**src/rtl/comparator_serial.sv**
```systemverilog
// Multi-cycle magnitude comparator: scans two WIDTH-bit operands MSB-first,
// DIGIT bits per clock, stopping at the first differing digit.
module comparator_serial #(
    parameter int WIDTH = 16,
    parameter int DIGIT = 4
) (
    input  logic             CLK,
    input  logic             RST_N,
    input  logic             START,
    input  logic             SIGNED,
    input  logic [WIDTH-1:0] A,
    input  logic [WIDTH-1:0] B,
    output logic             BUSY,
    output logic             DONE,
    output logic             EQ,
    output logic             LT,
    output logic             GT
);

    localparam int ND = WIDTH / DIGIT;
    localparam int KW = (ND > 1) ? $clog2(ND) : 1;
    localparam logic [WIDTH-1:0] MSB_MASK = {1'b1, {(WIDTH-1){1'b0}}};
    localparam logic [KW-1:0]    K_TOP    = KW'(ND - 1);

    typedef enum logic [0:0] {
        IDLE = 1'b0,
        SCAN = 1'b1
    } state_t;

    state_t           state_r;
    logic [WIDTH-1:0] a_r;
    logic [WIDTH-1:0] b_r;
    logic [KW-1:0]    k_r;
    logic             busy_r;
    logic             done_r;
    logic             eq_r;
    logic             lt_r;
    logic             gt_r;

    logic [DIGIT-1:0] a_dig_s;
    logic [DIGIT-1:0] b_dig_s;
    logic             dig_eq_s;
    logic             dig_gt_s;

    // Current digit is always the top DIGIT bits of the shift registers.
    always_comb begin
        a_dig_s  = a_r[WIDTH-1 -: DIGIT];
        b_dig_s  = b_r[WIDTH-1 -: DIGIT];
        dig_eq_s = (a_dig_s == b_dig_s);
        dig_gt_s = (a_dig_s > b_dig_s);
    end

    // Control FSM, operand shift registers and registered result flags.
    always_ff @(posedge CLK or negedge RST_N) begin
        if (!RST_N) begin
            state_r <= IDLE;
            a_r     <= '0;
            b_r     <= '0;
            k_r     <= '0;
            busy_r  <= 1'b0;
            done_r  <= 1'b0;
            eq_r    <= 1'b0;
            lt_r    <= 1'b0;
            gt_r    <= 1'b0;
        end else begin
            done_r <= 1'b0;
            case (state_r)
                IDLE: begin
                    if (START) begin
                        // Flipping the sign bit maps two's complement onto
                        // offset binary, so the scan is always unsigned.
                        a_r     <= A ^ (SIGNED ? MSB_MASK : '0);
                        b_r     <= B ^ (SIGNED ? MSB_MASK : '0);
                        k_r     <= K_TOP;
                        busy_r  <= 1'b1;
                        state_r <= SCAN;
                    end else begin
                        busy_r  <= 1'b0;
                        state_r <= IDLE;
                    end
                end
                SCAN: begin
                    if (!dig_eq_s) begin
                        gt_r    <= dig_gt_s;
                        lt_r    <= ~dig_gt_s;
                        eq_r    <= 1'b0;
                        done_r  <= 1'b1;
                        busy_r  <= 1'b0;
                        state_r <= IDLE;
                    end else if (k_r == '0) begin
                        gt_r    <= 1'b0;
                        lt_r    <= 1'b0;
                        eq_r    <= 1'b1;
                        done_r  <= 1'b1;
                        busy_r  <= 1'b0;
                        state_r <= IDLE;
                    end else begin
                        k_r     <= k_r - KW'(1);
                        a_r     <= a_r << DIGIT;
                        b_r     <= b_r << DIGIT;
                        state_r <= SCAN;
                    end
                end
                default: begin
                    busy_r  <= 1'b0;
                    state_r <= IDLE;
                end
            endcase
        end
    end

    assign BUSY = busy_r;
    assign DONE = done_r;
    assign EQ   = eq_r;
    assign LT   = lt_r;
    assign GT   = gt_r;

endmodule

```
**config.mk**
```make
export PLATFORM = sky130hd
export DESIGN_NAME = comparator_serial
export DESIGN_NICKNAME = d
export VERILOG_FILES = /design/src/rtl/comparator_serial.sv
export SDC_FILE = /design/constraint.sdc
export NUM_CORES = 1
export LEC_CHECK = 0
export BUFFER_PORTS_ARGS = -buffer_cell sky130_fd_sc_hd__clkbuf_2
export CAP_MARGIN = 20
export CORE_MARGIN = 4
export CORE_UTILIZATION = 45
export DETAILED_ROUTE_END_ITERATION = 8
export PLACE_DENSITY = 0.67
export SLEW_MARGIN = 20
export SYNTH_ARGS = -nofsm -noshare
export SYNTH_HDL_FRONTEND = slang
export SYNTH_SLANG_ARGS = --single-unit
```
**constraint.sdc**
```tcl
create_clock -name CLK -period 2.3 [get_ports CLK]
set_input_delay 0.46 -clock CLK [delete_from_list [all_inputs] [get_ports CLK]]
set_output_delay 0.46 -clock CLK [all_outputs]
set_load 0.02 [all_outputs]
```
* Word-level counts from Yosys, hierarchy flattened
Index checks and enable logic that the tools add are counted.
Storage, ports and cells: flip-flop bits (word level) 40, output and inout bits 5, word-level logic and storage cells 51
Cells by class: add/sub/neg operators 1, magnitude comparators 1, equal/unequal tests 6, multiplexer cells 27, bitwise gates (word level) 4, reduce and logical (&&, ||, !) cells 3
Operators by type and width (number):
- two-way mux 16 bit | 7
- one-hot mux 16 bit (2 select lines) | 2
- XOR 16 bit | 2
- two-way mux 1 bit | 12
- two-way mux 2 bit | 3
- == test 4 bit | 1
- > comparator 4 bit | 1
- inequality test 2 x 1 -> 1 bit (second input constant) | 2
- inequality test 2 bit (second input constant) | 2
- one-hot mux 1 bit (2 select lines) | 2
- one-hot mux 2 bit (2 select lines) | 1
- inequality test 3 x 2 -> 1 bit (second input constant) | 1
- AND reduction 3 bit | 1
- zero test 2 bit | 1
- NOT 1 bit | 2
- AND reduction 2 bit | 1
- subtractor 2 x 1 -> 2 bit (second input constant) | 1

* Logic depth before layout (Yosys ltp)
depth in word-level cells 4, depth in mapped cells 8, mapped depth without buffers 6

* Least setup slack after synthesis
No wires, ideal clock.
kind register to register, start point reg a_r[15], end point reg k_r[1], library setup time 0.139 ns, data arrival time 1.517 ns, data required time 2.161 ns, path slack 0.644 ns, stages on the path, launching flop included 8, path through dfrtp_1 -> ha_1 -> nand4_4 -> or2_1 -> buf_6 -> buf_6 -> a21oi_2 -> a22oi_1
On the way: word-level cells in the longest chain between the ends 3
RTL lines:
- start, declared | line 31 | logic [WIDTH-1:0] a_r;
- start signal, assigned | line 72 | a_r <= A ^ (SIGNED ? MSB_MASK : '0);
- start signal, assigned | line 99 | a_r <= a_r << DIGIT;
- == test 4 bit | line 49 | dig_eq_s = (a_dig_s == b_dig_s);
- inequality test 2 x 1 -> 1 bit (no source line)
- AND reduction 3 bit (no source line)
- end signal, assigned | line 98 | k_r <= k_r - KW'(1);
- end, declared | line 33 | logic [KW-1:0] k_r;
No other way between the ends. A chain may end at the register's enable or synchronous reset.

* Worst setup path in the final report
start point reg a_r[14], end point reg b_r[4]
On the way: word-level cells in the longest chain between the ends 3
RTL lines:
- == test 4 bit | line 49
- inequality test 2 x 1 -> 1 bit (no source line)
- AND reduction 3 bit (no source line)
- end signal, assigned | line 73 | b_r <= B ^ (SIGNED ? MSB_MASK : '0);
- end signal, assigned | line 100 | b_r <= b_r << DIGIT;
- end, declared | line 32 | logic [WIDTH-1:0] b_r;
No other way between the ends.

==> flow_results.org <==
** Clocking
- Postcts setup bufs :: 0
- Clock-pin slew was measured on the worst setup and hold paths at 0.08 ns.
- The clock tree synthesis step divided the H-tree into 2 levels.
- TritonCTS built the clock tree.
- Num Clock Sinks :: 40
- Maximum buffer depth of the clock tree :: 2
- At the later pin of the worst-skew pair, clock insertion delay measures 0.29 ns.
- CTS resizes :: 0
- TritonCTS created 5 clock buffers.
- Buffers inserted to repair hold after CTS numbered 0.
- Cell at the root of the clock tree :: sky130_fd_sc_hd__clkbuf_8

** Synth
- Share of the synthesized area in the top cell type :: 0.456
- Adder and majority cell fraction of the synthesized area :: 0.0285
- Post-synthesis compound-gate area fraction :: 0.205
- After synthesis, the netlist uses 35 different library cells.
- Of the total synthesized cell area, the portion taken by XOR and XNOR cells is 0.0120.
- Counting flops with a built-in enable in the synthesized netlist gives 0.
- Post-synthesis mux area share :: 0.0416
- The average instance in the mapped netlist occupies 9.27 sq um.
- Sequential cell area fraction in the yosys report :: 0.456
- Simple-gate portion of the synthesized area :: 0.192
- The Yosys step of the flow raised 0 warnings.
- The synthesized design contains 40 register bits.
- Async set-reset flop share out of synthesis :: 1.00
- Leading cell types by total area after synthesis :: sky130_fd_sc_hd__dfrtp_1 (46%), sky130_fd_sc_hd__nand2_1 (7.0%), sky130_fd_sc_hd__a211oi_1 (6.5%)
- In the synthesized netlist the dominant register cell turns out to be sky130_fd_sc_hd__dfrtp_1.
- Summing every instance area after synthesis gives 0.00220 sq mm.
- Synthesis handed over a netlist of 237 instances.
- The synthesized design spends more area on one cell type than any other, namely sky130_fd_sc_hd__dfrtp_1.
- Net Count, Synth :: 278
- By area, the combinational part of the netlist is dominated by compound AO/OA/AOI/OAI gates.

** Global route
- The number of antenna violations at the first check in global routing came to 0.
- Global-route wire length before repair :: 7890 um
- In the global route stage, overall resource usage came out at 0.162.
- Overflow after GRT :: 0
- Largest net degree at the start of global routing :: 34
- Number of global-route vias before repair :: 1,721

** Cells and area
- Fraction of layout cells with a size suffix above 1 :: 0.230
- 0 antenna diodes ended up in the layout.
- Once layout is complete, the utilization of the core stands at 0.537.
- Fillers :: 450
- Final std cells w/o fill :: 341
- The net count of the finished layout is 314.
- Compared with the post-synthesis result, the final layout area differs by 15.5%.

** Timing
- Setup repair after global routing left no endpoint under its margin.
- Slew margin rel. :: 0.632
- Max Fclk :: 0.514 GHz
- In the finished design, the share of the clock period the worst path needs comes to 0.846.
- Number of failing setup endpoints in the final timing report :: 0
- Tightest hold margin :: 0.0184 ns
- The number of endpoints with negative hold slack in the final report is 0.
- After layout, the minimum clock period comes to 1.95 ns.
- Transition time at the pin with the least slew margin :: 0.552 ns
- After routing, the total negative slack on setup checks comes to 0 ns.
- The final number of max-transition violations was 0.
- Between clock sinks in the finished design, the worst skew comes to 0.00772 ns.

** Placement
- Placed insts :: 333
- Count of port buffers added during placement :: 40
- Dpl hpwl :: 3230 um
- The congestion estimate from routability-driven global placement came to 0.782.

** Critical path
- Arrival time at the worst endpoint :: 2.15 ns
- Cell-by-cell trace of the critical path :: ha_1 -> nand4_4 -> or2_1 -> buf_4 -> nand2_1 -> a31oi_1
- Worst setup path category :: flop to flop
- R2R depth :: 6
- CP Capture Point :: b_r[4]
- Critical path data required time :: 2.51 ns
- The worst register-to-register path begins at a_r[14].
- The largest individual stage delay along the critical path comes from the cell sky130_fd_sc_hd__or2_1.
- Endpoint kind of the worst setup timing path :: flop
- Along the worst path, the maximum fanout reaches 12.
- On the worst path, the slowest cell contributes a delay of 0.45 ns.
- Setup crit start kind :: flop
- FF-to-FF setup slack :: 0.35 ns
- Worst setup path start :: a_r[14]
- In this run the critical register-to-register path is captured at b_r[4].

** Die
- The die covers 0.00606 sq mm.
- Number of top-level pins :: 41
- Die extent in x :: 77.9 um
- After floorplanning, the core was sized to cover 0.00472 sq mm.
- The initial utilization of the core area, before any placement, comes to 0.465.
- The floorplan has 25 rows.
- From bottom edge to top edge, the die measures 77.9 um.

** Run
- Across the run, the number of max-cap violations was 0.

** Detailed routing
- In the routed design, unresolved DRC markers number 0.
- Total via count in the routed design :: 1,787
- Number of DRC markers in iteration 0 :: 83
- Via-to-Cell Ratio :: 5.24
- Average wire per standard cell :: 13.5 um
- Detailed Routing Iterations Pass 1 :: 6
- Final antenna-violating net count :: 0
- The routed design has 4590 um of wire.

** Pwr
- The analysis attributes to cell leakage a power of 1.17 nW.
- Maximum VDD drop :: 0.607 mV
- Pwr Density :: 1340 mW/mm^2

** Status
- Status :: complete, no violations

** Worst hold path
- The min-delay analysis places its worst path in the category input pin to asynchronous set/reset pin.
[report_power, final]
part	internal, mW	total [mW]	switching, mW
clock network	0.245	0.483	0.238
registers	1.05	1.35	0.293
logic	0.688	1.58	0.890
[registers in the layout, summed over array words and instances, names as in the netlist]
| name | flops |
|---|---|
| LT | 1 |
| GT | 1 |
| BUSY | 1 |
| a_r | 16 |
| state_r | 1 |
| k_r | 2 |
| b_r | 16 |
| DONE | 1 |
| EQ | 1 |
[worst min path at each step]
stage                          to  slack [ns]  start  depth (start not counted)
final                      a_r[9]        0.02  RST_N                          1
after global routing       a_r[9]        0.03  RST_N                          1
after CTS                  a_r[9]        0.03  RST_N                          1
after detailed placement  a_r[10]        0.34  RST_N                          1
after global placement    a_r[10]        0.35  RST_N                          1
after floorplan              BUSY        0.16  RST_N                          0
[cell families after synthesis]
| kind of cell | after synthesis |
|---|---|
| mux | 9 |
| compound gates | 65 |
| fa+ha+maj | 5 |
| buf+inv | 29 |
| simple gates | 86 |
| flops | 40 |
| xor+xnor | 3 |
[metrics by stage]
stage | instance area [sq um] | power, mW | setup slack [ns]
finish | 2540 | 3.41 | 0.355
global route | 2540 | 3.74 | 0.189
floorplan | 2200 | 2.62 | 0.644
global placement | 2450 | 2.93 | 0.396
detailed placement | 2450 | 2.96 | 0.375
CTS | 2540 | 3.45 | 0.335
[layer usage]
metal  wire length [um]  GRT usage  up-vias  share of wire
met5                  0          0        -              0
met4                 31     0.0480        0         0.0068
met3                224     0.0418        4          0.049
met2               2080      0.247       34           0.45
met1               2250      0.226      845           0.49
li1                   -          -      904              -
[critical path: cells and delay by family, from the launching register on]
family,cells,cell delay (ns)
simple gates,3,0.66
flops,1,0.41
fa+ha+maj,1,0.35
buf+inv,1,0.27
compound gates,1,0.16
[cell usage in the layout (no fill, tap or decap), types with 2 or more instances in the layout]
master / n
sky130_fd_sc_hd__o21a_1: 2
sky130_fd_sc_hd__a21oi_1: 5
sky130_fd_sc_hd__buf_4: 7
sky130_fd_sc_hd__ha_1: 5
sky130_fd_sc_hd__dfrtp_1: 39
sky130_fd_sc_hd__mux2i_1: 8
sky130_fd_sc_hd__a32oi_1: 2
sky130_fd_sc_hd__a22oi_1: 3
sky130_fd_sc_hd__nor2_1: 7
sky130_fd_sc_hd__nand3_1: 14
sky130_fd_sc_hd__a211oi_1: 19
sky130_fd_sc_hd__clkbuf_2: 40
sky130_fd_sc_hd__clkbuf_1: 2
sky130_fd_sc_hd__nand2_1: 41
sky130_fd_sc_hd__a31oi_1: 19
sky130_fd_sc_hd__nor2b_1: 17
sky130_fd_sc_hd__o21ai_0: 9
sky130_fd_sc_hd__nor3_1: 2
sky130_fd_sc_hd__xor2_1: 2
sky130_fd_sc_hd__inv_1: 10
sky130_fd_sc_hd__clkbuf_8: 6
[area by class of cell]
| type | instances | area (sq um) | share of cell area |
|---|---|---|---|
| inverter | 10 | 37.5 | 0.0148 |
| sequential | 40 | 1000 | 0.395 |
| multi-input combinational | 168 | 1050 | 0.414 |
| clock buffer | 8 | 90.1 | 0.0355 |
| tap | 67 | 83.8 | 0.0330 |
| timing repair buffer | 48 | 273 | 0.107 |
[cells in the mapped netlist (3+ instances only)]
master / number
sky130_fd_sc_hd__a211oi_1: 19
sky130_fd_sc_hd__a21oi_1: 5
sky130_fd_sc_hd__a22oi_1: 3
sky130_fd_sc_hd__a31oi_1: 19
sky130_fd_sc_hd__buf_2: 7
sky130_fd_sc_hd__buf_6: 3
sky130_fd_sc_hd__clkbuf_1: 6
sky130_fd_sc_hd__dfrtp_1: 40
sky130_fd_sc_hd__ha_1: 5
sky130_fd_sc_hd__inv_1: 10
sky130_fd_sc_hd__mux2i_1: 8
sky130_fd_sc_hd__nand2_1: 41
sky130_fd_sc_hd__nand3_1: 14
sky130_fd_sc_hd__nor2_1: 7
sky130_fd_sc_hd__nor2b_1: 17
sky130_fd_sc_hd__o21ai_0: 9
(Power assumes the default switching activity.)
